[src/rtl/clk_divider_bank.sv]
// Bank of NUM_CH run-time programmable clock dividers on the PLL clock, gated by a filtered
// PLL lock; each channel emits a one-cycle enable and a 50% toggled clock.
module clk_divider_bank #(
  parameter int unsigned NUM_CH      = 4,
  parameter int unsigned DIV_W       = 8,
  parameter int unsigned LOCK_FILTER = 16,
  localparam int unsigned SEL_W      = (NUM_CH > 1) ? $clog2(NUM_CH) : 1
) (
  input  logic              clk_in1_i,
  input  logic              rst_n_i,
  input  logic              lock_in_i,
  input  logic              sync_i,
  input  logic              div_wvalid_i,
  input  logic [SEL_W-1:0]  div_wsel_i,
  input  logic [DIV_W-1:0]  div_wdata_i,
  output logic              div_wready_o,
  output logic [NUM_CH-1:0] pending_o,
  output logic              locked_o,
  output logic [NUM_CH-1:0] ce_out_o,
  output logic [NUM_CH-1:0] clk_out_o
);

  localparam int unsigned FLT_W = $clog2(LOCK_FILTER + 1);

  logic             lock_s1_q, lock_s2_q;
  logic [FLT_W-1:0] flt_q, flt_d;
  logic             locked_q, locked_d;

  logic [DIV_W-1:0]  cnt_q  [NUM_CH];
  logic [DIV_W-1:0]  cnt_d  [NUM_CH];
  logic [DIV_W-1:0]  div_q  [NUM_CH];
  logic [DIV_W-1:0]  div_d  [NUM_CH];
  logic [DIV_W-1:0]  hold_q [NUM_CH];
  logic [DIV_W-1:0]  hold_d [NUM_CH];
  logic [NUM_CH-1:0] pending_q, pending_d;
  logic [NUM_CH-1:0] ce_q, ce_d;
  logic [NUM_CH-1:0] clk_q, clk_d;

  logic              wr_acc_c;
  logic [NUM_CH-1:0] wr_hit_c, wrap_c, apply_c;

  // Lock filter: saturating run-length of synchronised lock; the falling edge is unfiltered.
  always_comb begin
    flt_d = '0;
    if (lock_s2_q) begin
      flt_d = (flt_q == FLT_W'(LOCK_FILTER)) ? flt_q : flt_q + FLT_W'(1);
    end
    locked_d = lock_s2_q && (flt_q >= FLT_W'(LOCK_FILTER - 1));
  end

  always_comb begin
    div_wready_o = 1'b1;
    for (int k = 0; k < NUM_CH; k++) begin
      if (div_wsel_i == SEL_W'(k)) div_wready_o = ~pending_q[k];
    end
  end

  assign wr_acc_c = div_wvalid_i && div_wready_o;

  for (genvar k = 0; k < NUM_CH; k++) begin : g_ch
    assign wr_hit_c[k] = wr_acc_c && (div_wsel_i == SEL_W'(k));
    // The N-1 compare only applies to a running channel, so N=0 cannot underflow.
    assign wrap_c[k]   = (div_q[k] != '0) && (cnt_q[k] == div_q[k] - DIV_W'(1));
    assign apply_c[k]  = pending_q[k] &&
                         (!locked_q || sync_i || (div_q[k] == '0) || wrap_c[k]);
  end

  always_comb begin
    pending_d = pending_q;
    ce_d      = '0;
    clk_d     = clk_q;
    for (int k = 0; k < NUM_CH; k++) begin
      cnt_d[k]  = cnt_q[k];
      div_d[k]  = div_q[k];
      hold_d[k] = hold_q[k];
      if (apply_c[k]) begin
        div_d[k]     = hold_q[k];
        pending_d[k] = 1'b0;
      end
      // A write coinciding with a live SYNC bypasses the holding register.
      if (wr_hit_c[k]) begin
        if (locked_q && sync_i) begin
          div_d[k] = div_wdata_i;
        end else begin
          hold_d[k]    = div_wdata_i;
          pending_d[k] = 1'b1;
        end
      end
      if (!locked_q || sync_i) begin
        cnt_d[k] = '0;
        clk_d[k] = 1'b0;
      end else if (div_q[k] == '0) begin
        cnt_d[k] = '0;
      end else begin
        ce_d[k]  = wrap_c[k];
        clk_d[k] = clk_q[k] ^ wrap_c[k];
        cnt_d[k] = wrap_c[k] ? '0 : cnt_q[k] + DIV_W'(1);
      end
    end
  end

  always_ff @(posedge clk_in1_i or negedge rst_n_i) begin
    if (!rst_n_i) begin
      lock_s1_q <= 1'b0;
      lock_s2_q <= 1'b0;
      flt_q     <= '0;
      locked_q  <= 1'b0;
      pending_q <= '0;
      ce_q      <= '0;
      clk_q     <= '0;
      for (int k = 0; k < NUM_CH; k++) begin
        cnt_q[k]  <= '0;
        div_q[k]  <= DIV_W'(1) << k;
        hold_q[k] <= '0;
      end
    end else begin
      lock_s1_q <= lock_in_i;
      lock_s2_q <= lock_s1_q;
      flt_q     <= flt_d;
      locked_q  <= locked_d;
      pending_q <= pending_d;
      ce_q      <= ce_d;
      clk_q     <= clk_d;
      for (int k = 0; k < NUM_CH; k++) begin
        cnt_q[k]  <= cnt_d[k];
        div_q[k]  <= div_d[k];
        hold_q[k] <= hold_d[k];
      end
    end
  end

  assign pending_o = pending_q;
  assign locked_o  = locked_q;
  assign ce_out_o  = ce_q;
  assign clk_out_o = clk_q;

endmodule

[config.mk]
export PLATFORM = sky130hd
export DESIGN_NAME = clk_divider_bank
export DESIGN_NICKNAME = d
export VERILOG_FILES = /design/src/rtl/clk_divider_bank.sv
export SDC_FILE = /design/constraint.sdc
export NUM_CORES = 1
export LEC_CHECK = 0
export CORE_MARGIN = 5
export CORE_UTILIZATION = 45
export DETAILED_ROUTE_END_ITERATION = 12
export PLACE_DENSITY_LB_ADDON = 0.05
export RECOVER_POWER = 100
export SETUP_SLACK_MARGIN = 0.1
export SLEW_MARGIN = 20
export SYNTH_ARGS = -nofsm -noshare
export SYNTH_HDL_FRONTEND = slang
export SYNTH_SLANG_ARGS = --single-unit
[constraint.sdc]
create_clock -name clk_in1_i -period 2.2 [get_ports clk_in1_i]
set_input_delay 0.55 -clock clk_in1_i [delete_from_list [all_inputs] [get_ports clk_in1_i]]
set_output_delay 0.55 -clock clk_in1_i [all_outputs]
set_load 0.01 [all_outputs]
Yosys cells after proc, flatten, opt, wreduce, memory -nomap -nowiden

Cells that the tools add are included.

Register bits: 116
Input bits: 15
Output and inout bits: 14

Add/sub/neg operators: 9
Multiplexer cells: 58
Equality and inequality tests: 13
Order comparisons: 1
Bitwise operators: 9
Reductions and logical operators: 38

Operators with widths:

| operator                                                                            | count |
|---|---|
| 8-bit 2-to-1 mux                                                                    | 24 |
| 8-bit by 1-bit adder with 8-bit output, second input constant                       | 4 |
| 8-bit == test                                                                       | 4 |
| 8-bit zero test                                                                     | 4 |
| 1-bit 2-to-1 mux                                                                    | 32 |
| 8-bit nonzero test                                                                  | 4 |
| 8-bit by 1-bit subtractor with 8-bit output, second input constant                  | 4 |
| 1-bit logical AND                                                                   | 15 |
| 5-bit 2-to-1 mux                                                                    | 2 |
| 1-bit logical OR                                                                    | 9 |
| 2-bit != test, second input constant                                                | 4 |
| 2-bit AND reduction                                                                 | 4 |
| 5-bit by 1-bit adder with 5-bit output, second input constant                       | 1 |
| 5-bit == test, second input constant                                                | 1 |
| 5-bit by 4-bit greater-or-equal comparator with 1-bit output, second input constant | 1 |
| 1-bit inverter                                                                      | 5 |
| 2-bit == test, second input constant                                                | 2 |
| 1-bit XOR                                                                           | 4 |
| 2-bit by 1-bit == test with 1-bit output, second input constant                     | 1 |
| 2-bit zero test                                                                     | 1 |
| 2-bit by 1-bit != test with 1-bit output, second input constant                     | 1 |
| 1-bit zero test                                                                     | 1 |

Depth between registers and ports, before layout

Depth in word-level cells: 8
Gate-level depth with buffers: 10
Mapped depth without buffers: 9

Worst setup path before layout

OpenSTA, ideal clock, no wires.

Path type: flip-flop to flip-flop
Start point: register div_q[24] (netlist name)
End point: register div_q[26] (netlist name)
Library setup time: 0.137 ns
Stages on the path, launching flop included: 10
Buffers on the path: 1
Setup slack: -0.243 ns
Arrival: 2.306 ns
Data required time: 2.063 ns
Cell sequence: dfstp_2 > inv_1 > ha_1 > or3_1 > a31o_1 > nor4_2 > o221a_1 > buf_6 > mux2i_1 > a21oi_1

RTL lines:

| what                             | RTL line | text |
|---|---|---|
| start: declaration               | 31       | `logic [DIV_W-1:0] div_q [NUM_CH];` |
| start signal: indexed assignment | 113      | `div_q[k] <= DIV_W'(1) << k;` |
| start signal: indexed assignment | 126      | `div_q[k] <= div_d[k];` |

==> results.sh <==
export IMPL_hp_class="reg2reg"
export IMPL_finalSetupViolCount=15
export IMPL_core_um2=13100
export IMPL_grt_max_degree=46
export IMPL_cts_sinks=116
export IMPL_die_y_um=125
export IMPL_ant_nets=0
export IMPL_endpoint_kind="flop"
export IMPL_syn_area_per_cell_um2=10.7
export IMPL_crit_path_max_fanout=5
export IMPL_synth_nets=586
export IMPL_ir_drop_v=0.000523
export IMPL_grt_pass1_wl_um=24000
export IMPL_ys_seq_area_frac=0.487
export IMPL_yosysMostFrequentCell="dfrtp_1"
export IMPL_synth_top_area_frac=0.469
export IMPL_diodes=0
export IMPL_antenna_found_initial=0
export IMPL_cp_required_ns=2.48
export IMPL_wl_um=14500
export IMPL_slew_headroom=0.325
export IMPL_avgViaCountPerCell=5.42
export IMPL_drive_gt1_frac=0.316
export IMPL_syn_area_um2=5970
export IMPL_wl_per_cell_um=17.0
export IMPL_finalPower_uw=6720
export IMPL_placed_area_um2=7000
export IMPL_area_delta_synth_final_pct=32.3
export IMPL_syn_inst=556
export IMPL_final_setup_tns_ns=-0.937
export IMPL_pwr_density_cell_nw_per_um2=850
export IMPL_synth_area_leaders="dfrtp_1 (47%), xor2_1 (6.3%), mux2_2 (6.0%)"
export IMPL_clk_pin_slew_ns=0.06
export IMPL_cts_buffers=17
export IMPL_cts_root_buf="clkbuf_16"
export IMPL_cts_tree="yes"
export IMPL_fp_dieW_um=125
export IMPL_leakagePower_uw=0.00335
export IMPL_fin_nets=697
export IMPL_post_place_ws_ns=-0.587
export IMPL_violations="negative setup slack"
export IMPL_setup_ws_ns=-0.0905
export IMPL_first_pass_iters=4
export IMPL_num_rows=42
export IMPL_period_needed_ns=2.29
export IMPL_dr_first_iter_drc_count=273
export IMPL_yosysUniqueCellTypes=55
export IMPL_first_global_vias=4780
export IMPL_final_util=0.602
export IMPL_max_clock_path_buffers=2
export IMPL_slew_viol_final=0
export IMPL_maxCapViolCount=0
export IMPL_worstMarginPinSlew_ns=1.01
export IMPL_rsz0062_at_grt="yes"
export IMPL_synth_common_cells="dfrtp_1 (112), nor2_1 (61), xor2_1 (43)"
export IMPL_path_class="reg2reg"
export IMPL_async_flop_share=1.00
export IMPL_final_cell_area_um2=7910
export IMPL_startpoint_type="flop"
export IMPL_fin_crit_sh=1.04
export IMPL_fmax_ghz=0.437
export IMPL_grt_usage=0.191
export IMPL_ys_warn_count=0
export IMPL_drc_errors=0
export IMPL_cts_htree_levels=4
export IMPL_fin_skew_ns=0.0114
export IMPL_synth_seq_cells=116
export IMPL_io_buffers=28
export IMPL_dieArea_um2=15700
export IMPL_dp_final_hpwl_um=10100
export IMPL_status="finished, violations left"
export IMPL_synth_largest_area_cell="dfrtp_1"
export IMPL_initial_core_util=0.455
export IMPL_synthFlopType="dfrtp_1"
export IMPL_pin_count=29
export IMPL_vias=4639
export IMPL_synth_edf_count=0
export IMPL_final_hold_viol_count=0
export IMPL_arrival_ns=2.57
export IMPL_fillerInstances=1130
export IMPL_grt_overflow_total=0
export IMPL_gp_congestion=0.807
export IMPL_clkLatencyLatePin_ns=0.42
## flip-flops by register name, indices dropped and copies added, names as in the netlist
register,cells
lock_s1_q,1
flt_q,5
ce_out_o,4
div_q,32
hold_q,32
pending_o,4
lock_s2_q,1
cnt_q,32
clk_out_o,4
locked_o,1
## routing by layer
| layer | vias up | GRT usage | part of all wire |
|---|---|---|---|
| li1 | 2251 | - | - |
| met5 | - | 0 | 0 |
| met3 | 32 | 0.0414 | 0.029 |
| met1 | 2286 | 0.249 | 0.45 |
| met2 | 70 | 0.306 | 0.49 |
| met4 | 0 | 0.0861 | 0.026 |
## worst paths after layout
kind	startpoint	to	slack, ns	cells past startpoint
max in group asynchronous	rst_n_i	div_q[3]	0.31	3
hold reg to reg	lock_s1_q	lock_s2_q	0.35	0
setup reg to reg	div_q[24]	div_q[27]	-0.09	8
setup / recovery	div_q[24]	div_q[27]	-0.09	8
hold / removal	lock_s1_q	lock_s2_q	0.35	0
min in group asynchronous	rst_n_i	div_q[20]	0.82	2
## kinds of logic after synthesis
kind of cell | synth area share
AND/OR/NAND/NOR | 0.177
flip-flops | 0.487
AO/OA/AOI/OAI | 0.112
XOR/XNOR | 0.0924
multiplexers | 0.0792
buffers and inverters | 0.0209
adder cells (fa/ha/maj) | 0.0314
## cells in the final DEF, fill, tap and decap left out, types with 6 or more instances in the layout
cell             Yosys  final
clkbuf_1             9      9
dlygate4sd3_1        0     16
nand3_1             31     31
nand2_1             27     22
xor2_1              43     43
nor2_2               0      9
nor3_2               0      6
inv_1               17     13
xnor2_1             20     20
buf_6                2      9
o21ai_0              9      7
mux2i_1              9      9
nor3_1              16     10
a31oi_1              6      6
nor2_1              61     51
mux2_2              32     32
a21oi_1              9      9
or3_1                9      9
o221a_1              9      8
buf_4                0     53
clkdlybuf4s50_1      0      8
clkbuf_16            0     17
ha_1                15     10
dfrtp_1            112    112
o22ai_1              8      7
and3_1              15     13
o221a_4              0     10
or2_2                9      9
## critical path, cell delays in order, from the launching register on
cell	delay [ns]
dfstp_2	0.54
inv_2	0.05
ha_4	0.15
or3_1	0.33
a31o_1	0.21
nor4_4	0.23
o221a_4	0.32
mux2i_1	0.23
a21oi_1	0.09
## cell type report
class / instances / area [µm²] / area share
Multi-Input combinational cell: 412 / 3330 / 0.421
Timing Repair Buffer: 103 / 840 / 0.106
Tap cell: 176 / 220 / 0.0279
Clock buffer: 24 / 492 / 0.0622
Sequential cell: 116 / 2910 / 0.368
Inverter: 17 / 63.8 / 0.00807
Clock inverter: 8 / 53.8 / 0.00681
## power breakdown
| group | switching [µW] | internal, µW | total, µW | leakage, µW |
|---|---|---|---|---|
| clock network | 956 | 1550 | 2510 | 0.000258 |
| registers | 291 | 2440 | 2730 | 0.00146 |
| logic | 680 | 796 | 1480 | 0.00164 |
## repair_timing
| action | in CTS | in global routing |
|---|---|---|
| pin swaps | 12 | 28 |
| buffers inserted | 3 | 3 |
| hold buffers | 1 | 0 |
| hold endpoints to repair | 2 | 0 |
| cloned | 1 | 1 |
| gates resized for setup | 36 | 63 |
| setup endpoints to repair | 52 | 74 |
## through the flow
step,hold WS [ns],cells
after floorplan,0.254,556
after global placement,0.342,815
after detailed placement,0.344,815
after CTS,0.357,852
after global routing,0.368,856
final,0.353,856
(Power assumes the default switching activity.)
